--- config.mk ---
export PLATFORM = sky130hd
export DESIGN_NAME = ima_adpcm_enc
export DESIGN_NICKNAME = d
export VERILOG_FILES = /design/src/rtl/ima_adpcm_pkg.sv /design/src/rtl/ima_adpcm_step_rom.sv /design/src/rtl/ima_adpcm_enc.sv
export SDC_FILE = /design/constraint.sdc
export NUM_CORES = 1
export LEC_CHECK = 0
export CORE_UTILIZATION = 50
export DETAILED_ROUTE_END_ITERATION = 16
export PLACE_DENSITY = 0.66
export SYNTH_ARGS = -nofsm -noshare
export SYNTH_HDL_FRONTEND = slang
export SYNTH_HIERARCHICAL = 1
export SYNTH_SLANG_ARGS = --single-unit
--- constraint.sdc ---
create_clock -name clock -period 16.83 [get_ports clock]
set_input_delay 3.366 -clock clock [delete_from_list [all_inputs] [get_ports clock]]
set_output_delay 3.366 -clock clock [all_outputs]
set_load 0.02 [all_outputs]
--- src/rtl/ima_adpcm_pkg.sv ---
// Shared IMA ADPCM constants, tables and arithmetic helpers.
// Used by both the encoder and the matching decoder.
package ima_adpcm_pkg;

  localparam int STEP_INDEX_MAX = 88;
  localparam int PRED_W         = 19;

  typedef enum logic [2:0] {
    ST_IDLE,
    ST_B2,
    ST_B1,
    ST_B0,
    ST_UPD,
    ST_LKUP
  } enc_state_t;

  localparam logic [14:0] STEP_TABLE [0:88] = '{
    15'd7,     15'd8,     15'd9,     15'd10,    15'd11,    15'd12,    15'd13,    15'd14,
    15'd16,    15'd17,    15'd19,    15'd21,    15'd23,    15'd25,    15'd28,    15'd31,
    15'd34,    15'd37,    15'd41,    15'd45,    15'd50,    15'd55,    15'd60,    15'd66,
    15'd73,    15'd80,    15'd88,    15'd97,    15'd107,   15'd118,   15'd130,   15'd143,
    15'd157,   15'd173,   15'd190,   15'd209,   15'd230,   15'd253,   15'd279,   15'd307,
    15'd337,   15'd371,   15'd408,   15'd449,   15'd494,   15'd544,   15'd598,   15'd658,
    15'd724,   15'd796,   15'd876,   15'd963,   15'd1060,  15'd1166,  15'd1282,  15'd1411,
    15'd1552,  15'd1707,  15'd1878,  15'd2066,  15'd2272,  15'd2499,  15'd2749,  15'd3024,
    15'd3327,  15'd3660,  15'd4026,  15'd4428,  15'd4871,  15'd5358,  15'd5894,  15'd6484,
    15'd7132,  15'd7845,  15'd8630,  15'd9493,  15'd10442, 15'd11487, 15'd12635, 15'd13899,
    15'd15289, 15'd16818, 15'd18500, 15'd20350, 15'd22385, 15'd24623, 15'd27086, 15'd29794,
    15'd32767
  };

  function automatic logic [14:0] step_table(input logic [6:0] idx);
    if (idx > 7'(STEP_INDEX_MAX)) return STEP_TABLE[STEP_INDEX_MAX];
    return STEP_TABLE[idx];
  endfunction

  function automatic logic signed [4:0] index_delta(input logic [2:0] mag);
    case (mag)
      3'd4:    return 5'sd2;
      3'd5:    return 5'sd4;
      3'd6:    return 5'sd6;
      3'd7:    return 5'sd8;
      default: return -5'sd1;
    endcase
  endfunction

  function automatic logic [6:0] step_index_next(input logic [6:0] idx, input logic [2:0] mag);
    logic signed [8:0] sum;
    sum = $signed({2'b00, idx}) + index_delta(mag);
    if (sum < 0) return 7'd0;
    if (sum > STEP_INDEX_MAX) return 7'(STEP_INDEX_MAX);
    return sum[6:0];
  endfunction

  // Sum is kept one bit wider than the 20-bit difference so a full-scale
  // predictor plus a maximum dequant can never wrap before saturation.
  function automatic logic [PRED_W-1:0] pred_sat(input logic [PRED_W+1:0] v);
    if (!v[PRED_W+1] && (v[PRED_W:PRED_W-1] != 2'b00)) return 19'h3FFFF;
    if (v[PRED_W+1] && (v[PRED_W:PRED_W-1] != 2'b11)) return 19'h40000;
    return v[PRED_W-1:0];
  endfunction

  function automatic logic [15:0] pred_round(input logic [PRED_W-1:0] p);
    logic [16:0] r;
    r = {p[18], p[18:3]} + {16'd0, p[2]};
    if (!r[16] && r[15]) return 16'h7FFF;
    return r[15:0];
  endfunction

endpackage

--- src/rtl/ima_adpcm_step_rom.sv ---
// Registered step-index to step-size lookup; updates only when lookup_en is high.
module ima_adpcm_step_rom
  import ima_adpcm_pkg::*;
(
  input  logic        clock,
  input  logic        reset,
  input  logic        lookup_en,
  input  logic [6:0]  step_index,
  output logic [14:0] step_size
);

  logic [14:0] rom [0:STEP_INDEX_MAX];
  logic [14:0] step_size_q;
  logic [14:0] step_size_d;

  generate
    for (genvar gi = 0; gi <= STEP_INDEX_MAX; gi++) begin : g_rom
      assign rom[gi] = step_table(7'(gi));
    end
  endgenerate

  always_comb begin
    step_size_d = step_size_q;
    if (lookup_en) begin
      step_size_d = (step_index > 7'(STEP_INDEX_MAX)) ? rom[STEP_INDEX_MAX] : rom[step_index];
    end
  end

  always_ff @(posedge clock) begin
    if (!reset) step_size_q <= 15'd7;
    else        step_size_q <= step_size_d;
  end

  assign step_size = step_size_q;

endmodule

--- src/rtl/ima_adpcm_enc.sv ---
// IMA ADPCM encoder: successive-approximation quantiser producing one
// magnitude bit per cycle while tracking the decoder's predictor/step index.
module ima_adpcm_enc
  import ima_adpcm_pkg::*;
(
  input  logic        clock,
  input  logic        reset,
  input  logic [15:0] inSamp,
  input  logic        inValid,
  output logic        inReady,
  input  logic [15:0] inPredictSamp,
  input  logic [6:0]  inStepIndex,
  input  logic        inStateLoad,
  output logic [3:0]  outPCM,
  output logic        outValid,
  output logic [15:0] outPredictSamp,
  output logic [6:0]  outStepIndex
);

  enc_state_t        state_q, state_d;
  logic [PRED_W-1:0] pred_q, pred_d;
  logic [6:0]        idx_q, idx_d;
  logic              sign_q, sign_d;
  logic [19:0]       mag_q, mag_d;
  logic [2:0]        bits_q, bits_d;
  logic [3:0]        pcm_q, pcm_d;
  logic              valid_q, valid_d;

  logic [14:0] step_size;
  logic [19:0] step_ext;
  logic [19:0] diff;
  logic [19:0] trial;
  logic [19:0] dequant;
  logic [20:0] pred_ext;
  logic [20:0] pre_sum;
  logic [1:0]  shamt;
  logic [2:0]  bit_mask;

  ima_adpcm_step_rom u_step_rom (
    .clock      (clock),
    .reset      (reset),
    .lookup_en  (state_q == ST_LKUP),
    .step_index (idx_q),
    .step_size  (step_size)
  );

  assign step_ext = {5'd0, step_size};
  assign diff     = {inSamp[15], inSamp, 3'b000} - {pred_q[18], pred_q};
  assign dequant  = (bits_q[2] ? (step_ext << 3) : 20'd0)
                  + (bits_q[1] ? (step_ext << 2) : 20'd0)
                  + (bits_q[0] ? (step_ext << 1) : 20'd0)
                  + step_ext;
  assign pred_ext = {{2{pred_q[18]}}, pred_q};
  assign pre_sum  = sign_q ? (pred_ext - {1'b0, dequant}) : (pred_ext + {1'b0, dequant});

  always_comb begin
    state_d  = state_q;
    pred_d   = pred_q;
    idx_d    = idx_q;
    sign_d   = sign_q;
    mag_d    = mag_q;
    bits_d   = bits_q;
    pcm_d    = pcm_q;
    valid_d  = 1'b0;
    shamt    = 2'd3;
    bit_mask = 3'b100;
    trial    = 20'd0;

    case (state_q)
      ST_IDLE: begin
        if (inValid) begin
          sign_d  = diff[19];
          mag_d   = diff[19] ? (20'd0 - diff) : diff;
          bits_d  = 3'b000;
          state_d = ST_B2;
        end
      end
      ST_B2, ST_B1, ST_B0: begin
        if (state_q == ST_B1) begin
          shamt    = 2'd2;
          bit_mask = 3'b010;
        end else if (state_q == ST_B0) begin
          shamt    = 2'd1;
          bit_mask = 3'b001;
        end
        trial = step_ext << shamt;
        if (mag_q >= trial) begin
          mag_d  = mag_q - trial;
          bits_d = bits_q | bit_mask;
        end
        state_d = (state_q == ST_B2) ? ST_B1 : (state_q == ST_B1) ? ST_B0 : ST_UPD;
      end
      ST_UPD: begin
        pred_d  = pred_sat(pre_sum);
        idx_d   = step_index_next(idx_q, bits_q);
        pcm_d   = {sign_q, bits_q};
        valid_d = 1'b1;
        state_d = ST_LKUP;
      end
      ST_LKUP: begin
        state_d = ST_IDLE;
      end
      default: begin
        state_d = ST_IDLE;
      end
    endcase

    // A state load aborts any sample in flight; LKUP refreshes the step size.
    if (inStateLoad) begin
      pred_d  = {inPredictSamp, 3'b000};
      idx_d   = (inStepIndex > 7'(STEP_INDEX_MAX)) ? 7'(STEP_INDEX_MAX) : inStepIndex;
      valid_d = 1'b0;
      state_d = ST_LKUP;
    end
  end

  always_ff @(posedge clock) begin
    if (!reset) begin
      state_q <= ST_IDLE;
      pred_q  <= '0;
      idx_q   <= '0;
      sign_q  <= 1'b0;
      mag_q   <= '0;
      bits_q  <= '0;
      pcm_q   <= '0;
      valid_q <= 1'b0;
    end else begin
      state_q <= state_d;
      pred_q  <= pred_d;
      idx_q   <= idx_d;
      sign_q  <= sign_d;
      mag_q   <= mag_d;
      bits_q  <= bits_d;
      pcm_q   <= pcm_d;
      valid_q <= valid_d;
    end
  end

  assign inReady        = reset && (state_q == ST_IDLE);
  assign outPCM         = pcm_q;
  assign outValid       = valid_q;
  assign outPredictSamp = pred_round(pred_q);
  assign outStepIndex   = idx_q;

endmodule

# --- Yosys cells after proc, flatten, opt, wreduce, memory -nomap -nowiden ---
# Memory sizes are Yosys's and may differ from the RTL's.
# Cells that the tools add are included.
word_totals:
  regBits: 73
  rom_bits: 1920
  in_bits: 43
  out_inout_bits: 29
  word_cells: 113
  n_memories: 1
op_classes:
  n_addsub: 10
  n_lt_le_gt_ge: 6
  eq_ne: 13
  n_shift: 1
  n_mux: 54
  n_bitwise: 3
  reduce_logical: 14
mem_list:
  columns: ["name", "depth", "word_bits", "rd", "rd_clocked_by_memory_dff", "write_ports", "line", "rtl"]
  rows:
  - ["(no name shown)", 128, 15, 1, 0, 0, "ima_adpcm_step_rom.sv:25", "step_size_d = (step_index > 7'(STEP_INDEX_MAX)) ? rom[STEP_INDEX_MAX] : rom[step_index];"]
op_table:
  columns: ["cell", "count"]
  rows:
  - ["$mux 19", 6]
  - ["$mux 20", 3]
  - ["$mux 7", 7]
  - ["$mux 16", 3]
  - ["$mux 15", 3]
  - ["$pmux 20 s2", 1]
  - ["$mux 3", 9]
  - ["$add 21x20->21", 1]
  - ["$mux 21", 1]
  - ["$sub 21x20->21", 1]
  - ["$add 19x16->20", 1]
  - ["$add 20x15->20", 1]
  - ["$ge 20x20->1", 1]
  - ["$pmux 5 s4", 1]
  - ["$shl 15x2->20", 1]
  - ["$sub 1x20->20 const A", 1]
  - ["$sub 19x19->20", 1]
  - ["$sub 20x20->20", 1]
  - ["$add 18x17->19", 1]
  - ["$eq 3x3->1 const B", 6]
  - ["$mux 18", 1]
  - ["$add 16x2->17", 1]
  - ["$mux 17", 1]
  - ["$gt 7x7->1 const B", 2]
  - ["other kinds (24)", 46]

# --- Longest topological paths before layout ---
logic_depth:
  depth_word: 16
  depth_mapped: 30
  mapped_depth_nobuf: 28

# --- Hierarchy ---
# The synthesis kept the hierarchy.
by_module_without_submodules:
  columns: ["mod", "instances", "cells_per_inst", "area_each_um2", "seq_area_each_um2"]
  rows:
  - ["ima_adpcm_enc", 1, 1228, 8973.6, 1161.1]
  - ["ima_adpcm_step_rom", 1, 292, 2165.8, 300.3]

# --- Worst setup path after synthesis ---
# OpenSTA, ideal clock, no wires.
synth_timing:
  path_type: "input to output"
  startpoint: "input port reset"
  endpoint: "output port inReady"
  t_arrival_ps: 4505
  required_time_ps: 13464
  path_slack_ps: 8959
  cell_stages: 4
  path_cell_list: "clkbuf_1 -> inv_1 -> clkbuf_1 -> nor4_1"
synth_between:
  elab_chain_cells: 1
synth_lines:
  columns: ["item", "line", "rtl"]
  rows:
  - ["start: declaration", "ima_adpcm_enc.sv:7", "input logic reset,"]
  - ["$logic_and 1x1->1", "ima_adpcm_enc.sv:139", "assign inReady = reset && (state_q == ST_IDLE);"]
  - ["end: declaration", "ima_adpcm_enc.sv:10", "output logic inReady,"]
# Every way passes these cells.

# --- Final worst setup path ---
# Same ends and word-level chain as after synthesis.

==> impl_metrics.env <==
export IMPL_gp_congestion=0.971
export IMPL_antenna_found_initial=0
export IMPL_clk_pin_slew_ns=0.07
export IMPL_portBuffers=71
export IMPL_drive_gt1_frac=0.0526
export IMPL_yosys_cell_types_count=102
export IMPL_core_area_mm2=0.0218
export IMPL_grt_pass1_vias=10200
export IMPL_drcViolationCount=0
export IMPL_ys_seq_area_frac=0.131
export IMPL_netlist_instances=1520
export IMPL_drt_total_wl_um=33200
export IMPL_start_util=0.510
export IMPL_max_cap_viol_count=0
export IMPL_syn_to_final_growth_pct=9.70
export IMPL_ios=72
export IMPL_grt_pass1_wl_um=52700
export IMPL_synth_top_flop_cell="dfxtp_1"
export IMPL_rsz0062_at_grt="no"
export IMPL_cp_data_required_time_ns=13.46
export IMPL_synth_edf_count=0
export IMPL_worstReg2RegEnd="pred_q[5]$_SDFFE_PN0P_"
export IMPL_clock_sinks=73
export IMPL_yosys_area_top_type_share=0.131
export IMPL_cts_made_buffers=9
export IMPL_fin_util=0.560
export IMPL_gr_total_overflow=0
export IMPL_cts_setup_buffers=0
export IMPL_synth_nets=1691
export IMPL_min_path_cells=2
export IMPL_dieArea_mm2=0.0229
export IMPL_status="finished, final reports clean"
export IMPL_crit_arrival_ns=4.87
export IMPL_final_max_slew_viol_count=0
export IMPL_clock_latency_ns=0.36
export IMPL_max_clock_path_buffers=2
export IMPL_clock_skew_ns=0.0126
export IMPL_drt_first_iter_violations=713
export IMPL_r2r_slack_ns=8.84
export IMPL_power_leakage_uw=0.00488
export IMPL_fmax_ghz=0.121
export IMPL_yosysWarnings=6
export IMPL_vdd_drop_max_mv=0.0574
export IMPL_relSlewSlack=0.283
export IMPL_post_dp_hpwl_um=24900
export IMPL_cts_hold_buf=0
export IMPL_num_fill_cells=2181
export IMPL_dp_cells=1803
export IMPL_grt_usage=0.292
export IMPL_rr_worst_depth=27
export IMPL_post_route_min_period_ns=8.24
export IMPL_ys_seq_elements=73
export IMPL_clockRootBuffer="clkbuf_16"
export IMPL_post_cts_resized=0
export IMPL_num_rows=54
export IMPL_antenna_cells=0
export IMPL_final_nets=1705
export IMPL_worst_setup_path_end_kind="output pin"
export IMPL_total_power_uw=1050
export IMPL_grt_max_degree=69
export IMPL_path_class="input port to output pin"
export IMPL_synth_commonest_cells="nand2_1, a21oi_1, nor2_1"
export IMPL_worst_slew_pin_slew_ns=1.07
export IMPL_finalSetupTns_ns=0
export IMPL_ant_nets=0
export IMPL_yosysMostFrequentCell="nand2_1"
export IMPL_htree_levels=3
export IMPL_synth_area_leaders="dfxtp_1, ha_1, a21oi_1, nand2_1, fa_1"
export IMPL_synth_top_area_cell="dfxtp_1"
export IMPL_powerDensity_mw_per_mm2=85.7
export IMPL_instances_no_fill=1819
export IMPL_async_flop_share=0
export IMPL_dieHeight_um=151
export IMPL_final_hold_violation_count=0
export IMPL_viasPerCell=6.09
export IMPL_hold_path_class="register to register"
export IMPL_hold_path_end="mag_q[9]$_SDFFE_PN0P_"
export IMPL_die_w_um=151
export IMPL_syn_area_mm2=0.0111
export IMPL_crit_path_max_fanout=53
export IMPL_drtPass1Iterations=6
export IMPL_cp_start_kind="input port"
export IMPL_vias=11100
export IMPL_wl_per_cell_um=18.2
export IMPL_hp_start="mag_q[9]$_SDFFE_PN0P_"
export IMPL_period_share=0.490
export IMPL_syn_area_per_cell_um2=7.33
export IMPL_cts_tree="yes"
export IMPL_setup_viol=0
through the flow:
stage	hold WS, ns	setup WS [ns]	cell area, um^2
4_1_cts	0.465	8.59	12200
6_report	0.463	8.59	12200
3_5_place_dp	0.456	8.58	11900
5_1_grt	0.482	8.21	12200
2_1_floorplan	0.441	8.96	11100
3_3_place_gp	0.443	8.56	11900
per-layer routing:
| metal | GRT usage | up-vias | wire (um) |
|---|---|---|---|
| li1 | - | 5541 | - |
| met1 | 0.384 | 5129 | 15000 |
| met2 | 0.485 | 361 | 15100 |
| met3 | 0.0383 | 52 | 2030 |
| met4 | 0.104 | 0 | 949 |
| met5 | 0 | - | 0 |
worst max-delay path: stages:
cell and delay [ns]:
buf_2 0.07, buf_4 0.44, inv_1 0.12, nor4_1 0.18
clkdlybuf4s50_1 0.65
logic make-up after synthesis:
logic type / Yosys count / share of synthesized area
and+or+nand+nor: 513 / 0.226
AOI/OAI and AO/OA: 493 / 0.301
buffers and inverters: 188 / 0.0708
adders and majority gates: 128 / 0.164
xor gates and xnor gates: 95 / 0.0760
DFF: 73 / 0.131
muxes: 29 / 0.0314
other: 1 / 0.000337
power breakdown:
part	switching (uW)	leakage (uW)	internal, uW
Sequential	29.7	0.000600	195
Clock	88.4	0.000150	118
Combinational	363	0.00412	252
sequential cells by signal, indices dropped and copies added (netlist names), named ones only:
register              count
outPCM                    4
pred_q                   19
outStepIndex              7
u_step_rom/step_size     15
state_q                   3
bits_q                    2
outValid                  1
mag_q                    20
sign_q                    1
cell usage in the layout, fill, tap and decap left out, types with 7 or more instances in the layout:
cell type,n
a2111oi_0,7
a211o_1,9
a211oi_1,26
a21o_1,23
a21oi_1,127
a31oi_1,23
and2_1,20
and3_1,13
buf_4,12
clkbuf_16,9
clkdlybuf4s50_1,69
dfxtp_1,71
fa_1,30
ha_1,98
inv_1,105
mux2i_1,20
nand2_1,167
nand2b_1,33
nand3_1,36
nand4_1,10
nor2_1,115
nor2b_1,20
nor3_1,34
nor4_1,8
o211ai_1,17
o21a_1,17
o21ai_0,88
o21ai_1,9
o21bai_1,11
o221ai_1,11
o311ai_0,17
o31ai_1,24
or2_2,7
or3_1,15
xnor2_1,60
xor2_1,33
worst max path at each step:
stage	start	to	slack [ns]	cells after the start
global placement	reset	inReady	8.56	5
CTS	reset	inReady	8.59	5
floorplan	reset	inReady	8.96	4
finish	reset	inReady	8.59	5
global route	register	pred_q[5]$_SDFFE_PN0P_	8.21	27
detailed placement	reset	inReady	8.58	5
area by class of cell:
cell class / count / area [um^2] / share of cell area
Clock buffer: 9 / 225 / 0.0184
Clock inverter: 7 / 86.3 / 0.00706
Sequential cell: 73 / 1460 / 0.120
Timing Repair Buffer: 83 / 791 / 0.0647
Tap cell: 280 / 350 / 0.0287
Inverter: 108 / 405 / 0.0332
Multi-Input combinational cell: 1259 / 8900 / 0.728
Note: power is estimated with default switching activity, not from simulation.
